--- config.mk ---
export PLATFORM = sky130hd
export DESIGN_NAME = uart_rx_buffer
export DESIGN_NICKNAME = d
export VERILOG_FILES = /design/src/rtl/uart_pkg.sv /design/src/rtl/uart_fifo_mem.sv /design/src/rtl/uart_rx_buffer.sv
export SDC_FILE = /design/constraint.sdc
export NUM_CORES = 1
export LEC_CHECK = 0
export ABC_AREA = 1
export BUFFER_PORTS_ARGS = -buffer_cell sky130_fd_sc_hd__buf_2
export CAP_MARGIN = 20
export CORE_ASPECT_RATIO = 0.7
export CORE_MARGIN = 5
export CORE_UTILIZATION = 63
export CTS_BUF_LIST = sky130_fd_sc_hd__clkbuf_8 sky130_fd_sc_hd__clkbuf_16
export CTS_CLUSTER_SIZE = 14
export DETAILED_ROUTE_END_ITERATION = 10
export PLACE_DENSITY = 0.94
export SLEW_MARGIN = 0
export SYNTH_ARGS = -nofsm -noshare
export SYNTH_HDL_FRONTEND = slang
export SYNTH_SLANG_ARGS = --single-unit
--- constraint.sdc ---
create_clock -name clk -period 3.44 [get_ports clk]
set_clock_uncertainty 0.05 [all_clocks]
set_input_delay 1.032 -clock clk [delete_from_list [all_inputs] [get_ports clk]]
set_output_delay 1.032 -clock clk [all_outputs]
set_load 0.01 [all_outputs]
--- src/rtl/uart_pkg.sv ---
// Shared UART receive-path types and default sizing.
package uart_pkg;

  localparam int UART_DATA_W      = 8;
  localparam int UART_RXBUF_DEPTH = 8;

  typedef struct packed {
    logic                   ferr;
    logic [UART_DATA_W-1:0] data;
  } uart_rx_entry_t;

endpackage

--- src/rtl/uart_fifo_mem.sv ---
// Simple dual-port register array: synchronous write, asynchronous read.
// Zero read latency; no flow control here, the caller owns pointers.
module uart_fifo_mem #(
  parameter int WIDTH  = 9,
  parameter int DEPTH  = 8,
  parameter int ADDR_W = 3
) (
  input  logic              clk,
  input  logic              we,
  input  logic [ADDR_W-1:0] waddr,
  input  logic [WIDTH-1:0]  wdata,
  input  logic [ADDR_W-1:0] raddr,
  output logic [WIDTH-1:0]  rdata
);

  logic [WIDTH-1:0] mem [DEPTH];

  always_ff @(posedge clk) begin
    if (we) begin
      mem[waddr] <= wdata;
    end
  end

  assign rdata = mem[raddr];

endmodule

--- src/rtl/uart_rx_buffer.sv ---
// Elastic FWFT buffer for received UART frames; entry visible one edge after capture.
// A frame arriving while full (and not popped) is dropped and flagged via sticky overrun.
module uart_rx_buffer
  import uart_pkg::*;
#(
  parameter int DATA_W = UART_DATA_W,
  parameter int DEPTH  = UART_RXBUF_DEPTH,
  parameter int ADDR_W = $clog2(DEPTH)
) (
  input  logic              clk,
  input  logic              arst_n,
  input  logic              rst,
  input  logic [DATA_W-1:0] rx_data,
  input  logic              rx_done,
  input  logic              rx_err,
  output logic [DATA_W-1:0] rd_data,
  output logic              rd_ferr,
  output logic              rd_valid,
  input  logic              rd_ready,
  output logic [ADDR_W:0]   count,
  output logic              empty,
  output logic              full,
  output logic              overrun,
  input  logic              ovr_clr
);

  localparam logic [ADDR_W:0] DEPTH_C = (ADDR_W+1)'(DEPTH);

  logic [ADDR_W-1:0] wr_ptr;
  logic [ADDR_W-1:0] rd_ptr;
  logic              push;
  logic              pop;
  logic              wr_en;
  logic              drop;
  logic [DATA_W:0]   mem_wdata;
  logic [DATA_W:0]   mem_rdata;

  assign push  = rx_done | rx_err;
  assign pop   = rd_valid & rd_ready;
  // A pop in the same cycle frees the slot the incoming frame needs.
  assign wr_en = push & (~full | pop);
  assign drop  = push & full & ~pop;

  assign mem_wdata = {rx_err, rx_data};

  uart_fifo_mem #(
    .WIDTH  (DATA_W + 1),
    .DEPTH  (DEPTH),
    .ADDR_W (ADDR_W)
  ) u_mem (
    .clk   (clk),
    .we    (wr_en),
    .waddr (wr_ptr),
    .wdata (mem_wdata),
    .raddr (rd_ptr),
    .rdata (mem_rdata)
  );

  always_ff @(posedge clk or negedge arst_n) begin
    if (!arst_n) begin
      wr_ptr  <= '0;
      rd_ptr  <= '0;
      count   <= '0;
      overrun <= 1'b0;
    end else if (rst) begin
      wr_ptr  <= '0;
      rd_ptr  <= '0;
      count   <= '0;
      overrun <= 1'b0;
    end else begin
      if (wr_en) begin
        wr_ptr <= wr_ptr + 1'b1;
      end
      if (pop) begin
        rd_ptr <= rd_ptr + 1'b1;
      end
      case ({wr_en, pop})
        2'b10:   count <= count + 1'b1;
        2'b01:   count <= count - 1'b1;
        default: count <= count;
      endcase
      if (drop) begin
        overrun <= 1'b1;
      end else if (ovr_clr) begin
        overrun <= 1'b0;
      end
    end
  end

  assign empty    = (count == '0);
  assign full     = (count == DEPTH_C);
  assign rd_valid = ~empty;
  // Storage is never cleared, so mask stale contents while empty.
  assign rd_data  = empty ? '0 : mem_rdata[DATA_W-1:0];
  assign rd_ferr  = ~empty & mem_rdata[DATA_W];

endmodule

==> results.json, run 1 <==
{
  "first_pass_iters": 5,
  "fin_setup_tns_ns": 0,
  "fin_cells": 423,
  "ys_types": 27,
  "drive_above_1_share_pct": 17.7,
  "max_freq_mhz": 313,
  "initialDrtViolationCount": 261,
  "min_path_type": "in -> async",
  "p_sw_mw": 1.05,
  "cts_max_path_buffers": 2,
  "slew_headroom_pct": 36.7,
  "report.power.total_mw": 2.88,
  "r2r_cells": 9,
  "synth.most_common_cell": "nor2_1",
  "cts_setup_buffers": 0,
  "dp.cells": 407,
  "synthTopCellsByArea": "edfxtp_1 61%, dfrtp_1 7.7%, nor2_1 7.7%, o21ai_0 6.6%, nand2_1 2.4%",
  "synth_edf_count": 72,
  "ctsHoldBuffers": 0,
  "grt_pass1_vias": 2444,
  "finalCritPeriodShare_pct": 92.8,
  "via_per_inst": 6.00,
  "core_area_mm2": 0.00537,
  "rr_endpoint": "u_mem.mem[1][4]$_DFFE_PP_",
  "async_reset_ff_share_pct": 13.3,
  "place_congestion": 0.939,
  "yosys_warnings": 0,
  "netlist_instances": 312,
  "drcViolationCount": 0,
  "vias": 2538,
  "cts_tree": "built",
  "fill_cells": 345,
  "synth_common_cells": "73 x nor2_1, 72 x edfxtp_1, 47 x o21ai_0, 23 x nand2_1, 20 x inv_1",
  "switching_share_pct": 36.6,
  "cts_resized": 0,
  "place_hpwl_um": 5180,
  "maxSlewViolCount": 0,
  "synth_area_per_cell_um2": 11.4,
  "p_per_area_mw_per_mm2": 729,
  "nets": 365,
  "io_pins": 32,
  "status": "finished, final reports clean",
  "crit_fanout": 38,
  "dp_slack_ns": 0.512,
  "power_frac_seq_pct": 42.6,
  "r2r-start": "count[3]$_DFFE_PN0P_",
  "num_antenna_cells": 0,
  "grt_max_degree": 39,
  "htree_levels": 3,
  "layout_min_cycle_time_ns": 3.19,
  "internal-power_mw": 1.82,
  "synth_top_cell_by_area": "edfxtp_1",
  "rrSetupSlack_ns": 1.16,
  "insertion_delay_ns": 0.36,
  "comb_power_share_pct": 34.5,
  "syn_nets": 331,
  "hold_slack_ns": 0.484,
  "yosysTopAreaCellShare_pct": 60.8,
  "ant_nets": 0,
  "drv_cap": 0,
  "synth-main-ff-cell": "edfxtp_1",
  "antenna_found_initial": 0,
  "setup_viol": 0,
  "clock_sinks": 83,
  "syn_area_mm2": 0.00356,
  "synthToLayoutAreaGrowth_pct": 11.0,
  "post_drt_wl_per_cell_um": 19.0,
  "critPathRequiredTime_ns": 2.36,
  "clkTransAtPathRegs_ns": 0.09,
  "grt_first_pass_wirelength_um": 12700,
  "ir_worst_vdd_mv": 0.442,
  "ys_seq_elements": 83,
  "grt_util_all_layers_pct": 23.6,
  "power_leakage_nw": 1.55,
  "rsz0062_at_grt": "false",
  "clockPowerShare_pct": 22.9,
  "die_h_um": 72.9,
  "grt_overflow": 0,
  "hold_violations": 0,
  "endpoint_kind": "output pin",
  "max_slew.worst_pin.slew_ns": 0.946,
  "setup_ws_ns": 0.248,
  "die_width_um": 99.8,
  "wirelength_um": 8020,
  "cts_made_buffers": 9,
  "startpoint_type": "flip-flop",
  "port_buffers": 31,
  "crit_arrival_ns": 2.11,
  "seq_area_frac_synth_pct": 68.5,
  "cts_root_buffer": "clkbuf_8",
  "rows": 22,
  "die_area_mm2": 0.00727,
  "initial_core_util_pct": 66.2,
  "path_class": "reg -> out"
}
==> sequential cells by signal, indices dropped and copies added (netlist names) <==
name       flops
wr_ptr         3
u_mem.mem     72
overrun        1
rd_ptr         3
count          4
==> layer usage <==
layer | global-route usage, % | up-vias | share of wire (%)
met1 | 32.2 | 1189 | 38
met2 | 37.0 | 180 | 48
met4 | 5.61 | 0 | 1.1
met5 | 0 | - | 0
met3 | 8.21 | 10 | 13
li1 | - | 1159 | -
==> worst max path at each step <==
stage                          startpoint                   endpoint  slack, ns  cells past startpoint
global placement                   rx_err  u_mem.mem[1][5]$_DFFE_PP_       0.54                      7
CTS                 rd_ptr[0]$_DFFE_PN0P_                 rd_data[2]       0.25                      6
detailed placement                 rx_err  u_mem.mem[1][1]$_DFFE_PP_       0.51                      7
finish              rd_ptr[0]$_DFFE_PN0P_                 rd_data[2]       0.25                      6
global route        rd_ptr[0]$_DFFE_PN0P_                 rd_data[2]       0.11                      6
floorplan                          rx_err  u_mem.mem[5][0]$_DFFE_PP_       1.09                      6
==> final cells by class <==
| type | count | area [um^2] | share of cell area [%] |
|---|---|---|---|
| multi-input combinational | 192 | 947 | 24.0 |
| timing repair buffer | 37 | 200 | 5.07 |
| clock buffer | 9 | 124 | 3.14 |
| tap | 72 | 90.1 | 2.28 |
| inverter | 23 | 86.3 | 2.19 |
| sequential | 83 | 2440 | 61.8 |
| clock inverter | 7 | 61.3 | 1.55 |
==> layout by cell type, fill, tap and decap left out <==
cell type	count
a21oi_4	1
nand2_2	3
buf_4	6
o21ai_1	2
nand3b_1	1
clkbuf_8	9
a21oi_1	4
dfrtp_1	11
bufinv_16	1
buf_2	31
clkinv_2	3
a211oi_1	2
nand3_1	5
inv_2	3
nand3_4	1
nor2_2	1
inv_1	22
nor2_1	73
o22ai_1	9
nand4_1	2
a31oi_1	9
edfxtp_1	72
nand3_2	1
nand2_1	23
clkinv_4	1
xor2_1	1
nor3_1	2
o21ai_0	47
nand2_4	1
ha_1	4
==> cell families after synthesis <==
group	share of synthesized area (%)
AND/OR/NAND/NOR	13.5
flip-flops	68.5
AO/OA/AOI/OAI	11.5
buffers and inverters	4.82
adder cells (fa/ha/maj)	1.41
XOR/XNOR	0.246
==> worst max-delay path, cell delays in order, from the launching register on <==
cell and delay, ns:
dfrtp_1 0.40, inv_2 0.42, o21ai_0 0.16, o22ai_1 0.13, o21ai_0 0.13, a31oi_1 0.31, buf_2 0.20
==> power groups by stage <==
stage	Sequential (mW)	Clock [mW]	Combinational, mW
final	1.23	0.659	0.992
after global routing	1.23	0.727	1.10
after CTS	1.22	0.665	0.983
after detailed placement	1.25	0	0.972
after global placement	1.24	0	0.925
after floorplan	1.24	0	0.657
==> per-stage QoR <==
stage	instance area [um^2]	utilization, %
finish	3950	73.5
global route	3950	73.5
CTS	3950	73.5
detailed placement	3760	70.1
global placement	3760	70.1
floorplan	3560	-
No activity file was read; power rests on OpenSTA's default activity.
==> run 2, diff against run 1 <==
--- a/config.mk
+++ b/config.mk
@@ -11,7 +11,6 @@
 export CORE_ASPECT_RATIO = 0.7
 export CORE_MARGIN = 5
 export CORE_UTILIZATION = 63
-export CTS_BUF_LIST = sky130_fd_sc_hd__clkbuf_8 sky130_fd_sc_hd__clkbuf_16
 export CTS_CLUSTER_SIZE = 14
 export DETAILED_ROUTE_END_ITERATION = 10
 export PLACE_DENSITY = 0.94
==> run 2 against run 1 <==
Via count increased by 0.20%. Sequential cell count unchanged. Combinational power about the same. Largest cell class unchanged. Highest routed layer unchanged.
==> results.json, run 2 (same netlist as run 1, synthesis figures left out) <==
{
  "power_leakage_nw": 1.54,
  "io_pins": 32,
  "post_drt_wl_per_cell_um": 19.0,
  "cts_resized": 0,
  "num_antenna_cells": 0,
  "clkTransAtPathRegs_ns": 0.09,
  "slew_headroom_pct": 35.4,
  "ctsHoldBuffers": 0,
  "maxSlewViolCount": 0,
  "endpoint_kind": "output pin",
  "port_buffers": 31,
  "cts_setup_buffers": 0,
  "ir_worst_vdd_mv": 0.443,
  "core_area_mm2": 0.00537,
  "status": "finished, final reports clean",
  "die_area_mm2": 0.00727,
  "grt_first_pass_wirelength_um": 12700,
  "clock_sinks": 83,
  "place_congestion": 0.939,
  "ant_nets": 0,
  "via_per_inst": 6.01,
  "critPathRequiredTime_ns": 2.36,
  "crit_fanout": 38,
  "grt_max_degree": 39,
  "setup_viol": 0,
  "insertion_delay_ns": 0.36,
  "fin_setup_tns_ns": 0,
  "finalCritPeriodShare_pct": 93.1,
  "hold_violations": 0,
  "grt_overflow": 0,
  "initial_core_util_pct": 66.2,
  "cts_root_buffer": "clkbuf_8",
  "wirelength_um": 8030,
  "top_register": "u_mem.mem",
  "nets": 365,
  "startpoint_type": "flip-flop",
  "max_freq_mhz": 312,
  "drcViolationCount": 0,
  "initialDrtViolationCount": 257,
  "cts_made_buffers": 9,
  "die_h_um": 72.9,
  "grt_util_all_layers_pct": 23.6,
  "drv_cap": 0,
  "final_cell_mix": "73 x nor2_1, 72 x edfxtp_1, 47 x o21ai_0",
  "place_hpwl_um": 5180,
  "final_common_cell": "nor2_1",
  "min_path_type": "in -> async",
  "first_pass_iters": 6,
  "htree_levels": 3,
  "max_slew.worst_pin.slew_ns": 0.965,
  "grt_pass1_vias": 2444,
  "drive_above_1_share_pct": 17.7,
  "die_width_um": 99.8,
  "layout_min_cycle_time_ns": 3.20,
  "cts_max_path_buffers": 2,
  "p_per_area_mw_per_mm2": 731,
  "rows": 22,
  "rsz0062_at_grt": "false",
  "largest_reg_flops": 72,
  "synthToLayoutAreaGrowth_pct": 11.0,
  "path_class": "reg -> out",
  "crit_arrival_ns": 2.12,
  "hold_slack_ns": 0.485,
  "vias": 2543,
  "reg_top3": "u_mem.mem (72), count (4)",
  "cts_tree": "built",
  "antenna_found_initial": 0
}
run 2: changes by cell type in the layout (fill, tap and decap cells not counted), sizes merged:
cell    change
clkbuf      +2
inv         -2
run 2: final cells by class:
class / instances / area (um^2)
repair buffers: 37 / 200
multi-input cells: 192 / 947
clock inverters: 5 / 53.8
flip-flops and latches: 83 / 2440
well taps: 72 / 90.1
clock buffers: 11 / 131
inverters: 23 / 86.3
fillers: 345 / 1420
run 2: stage by stage:
stage	instances	area (um^2)	utilization (%)	worst slack, ns	power, mW
CTS	423	3950	73.5	0.252	2.88
finish	423	3950	73.5	0.239	2.88
global route	423	3950	73.5	0.112	3.07
detailed placement	407	3760	70.1	0.512	2.22
floorplan	312	3560	-	1.09	1.90
global placement	407	3760	70.1	0.538	2.17
run 2: power by group:
group	total (mW)	leakage, nW	internal (mW)	switching (mW)
registers	1.23	0.804	1.18	0.0483
clock network	0.665	0.0971	0.333	0.332
logic	0.993	0.641	0.319	0.674
total	2.88	1.54	1.83	1.05
run 2: final timing paths:
kind	start	endpoint	slack [ns]	cells past startpoint
worst max-delay path	rd_ptr[0]$_DFFE_PN0P_	rd_data[2]	0.24	6
worst min-delay path	arst_n	count[3]$_DFFE_PN0P_	0.48	1
worst max register to register	count[3]$_DFFE_PN0P_	u_mem.mem[1][4]$_DFFE_PP_	1.18	9
worst min register to register	overrun$_DFFE_PN0P_	overrun$_DFFE_PN0P_	0.51	2
max in group asynchronous	arst_n	overrun$_DFFE_PN0P_	2.63	1
min in group clk	overrun$_DFFE_PN0P_	overrun$_DFFE_PN0P_	0.51	2
run 2: metal layers:
metal  share of wire [%]  GRT usage (%)
met5                   0              0
met4                 1.1           5.61
met3                  13           8.21
met2                  48           37.0
met1                  38           32.2
run 2: worst max-delay path, cell delays in order (launching register included):
cell	delay, ns
dfrtp_1	0.40
inv_2	0.43
o21ai_0	0.17
o22ai_1	0.13
o21ai_0	0.13
a31oi_1	0.31
buf_2	0.20
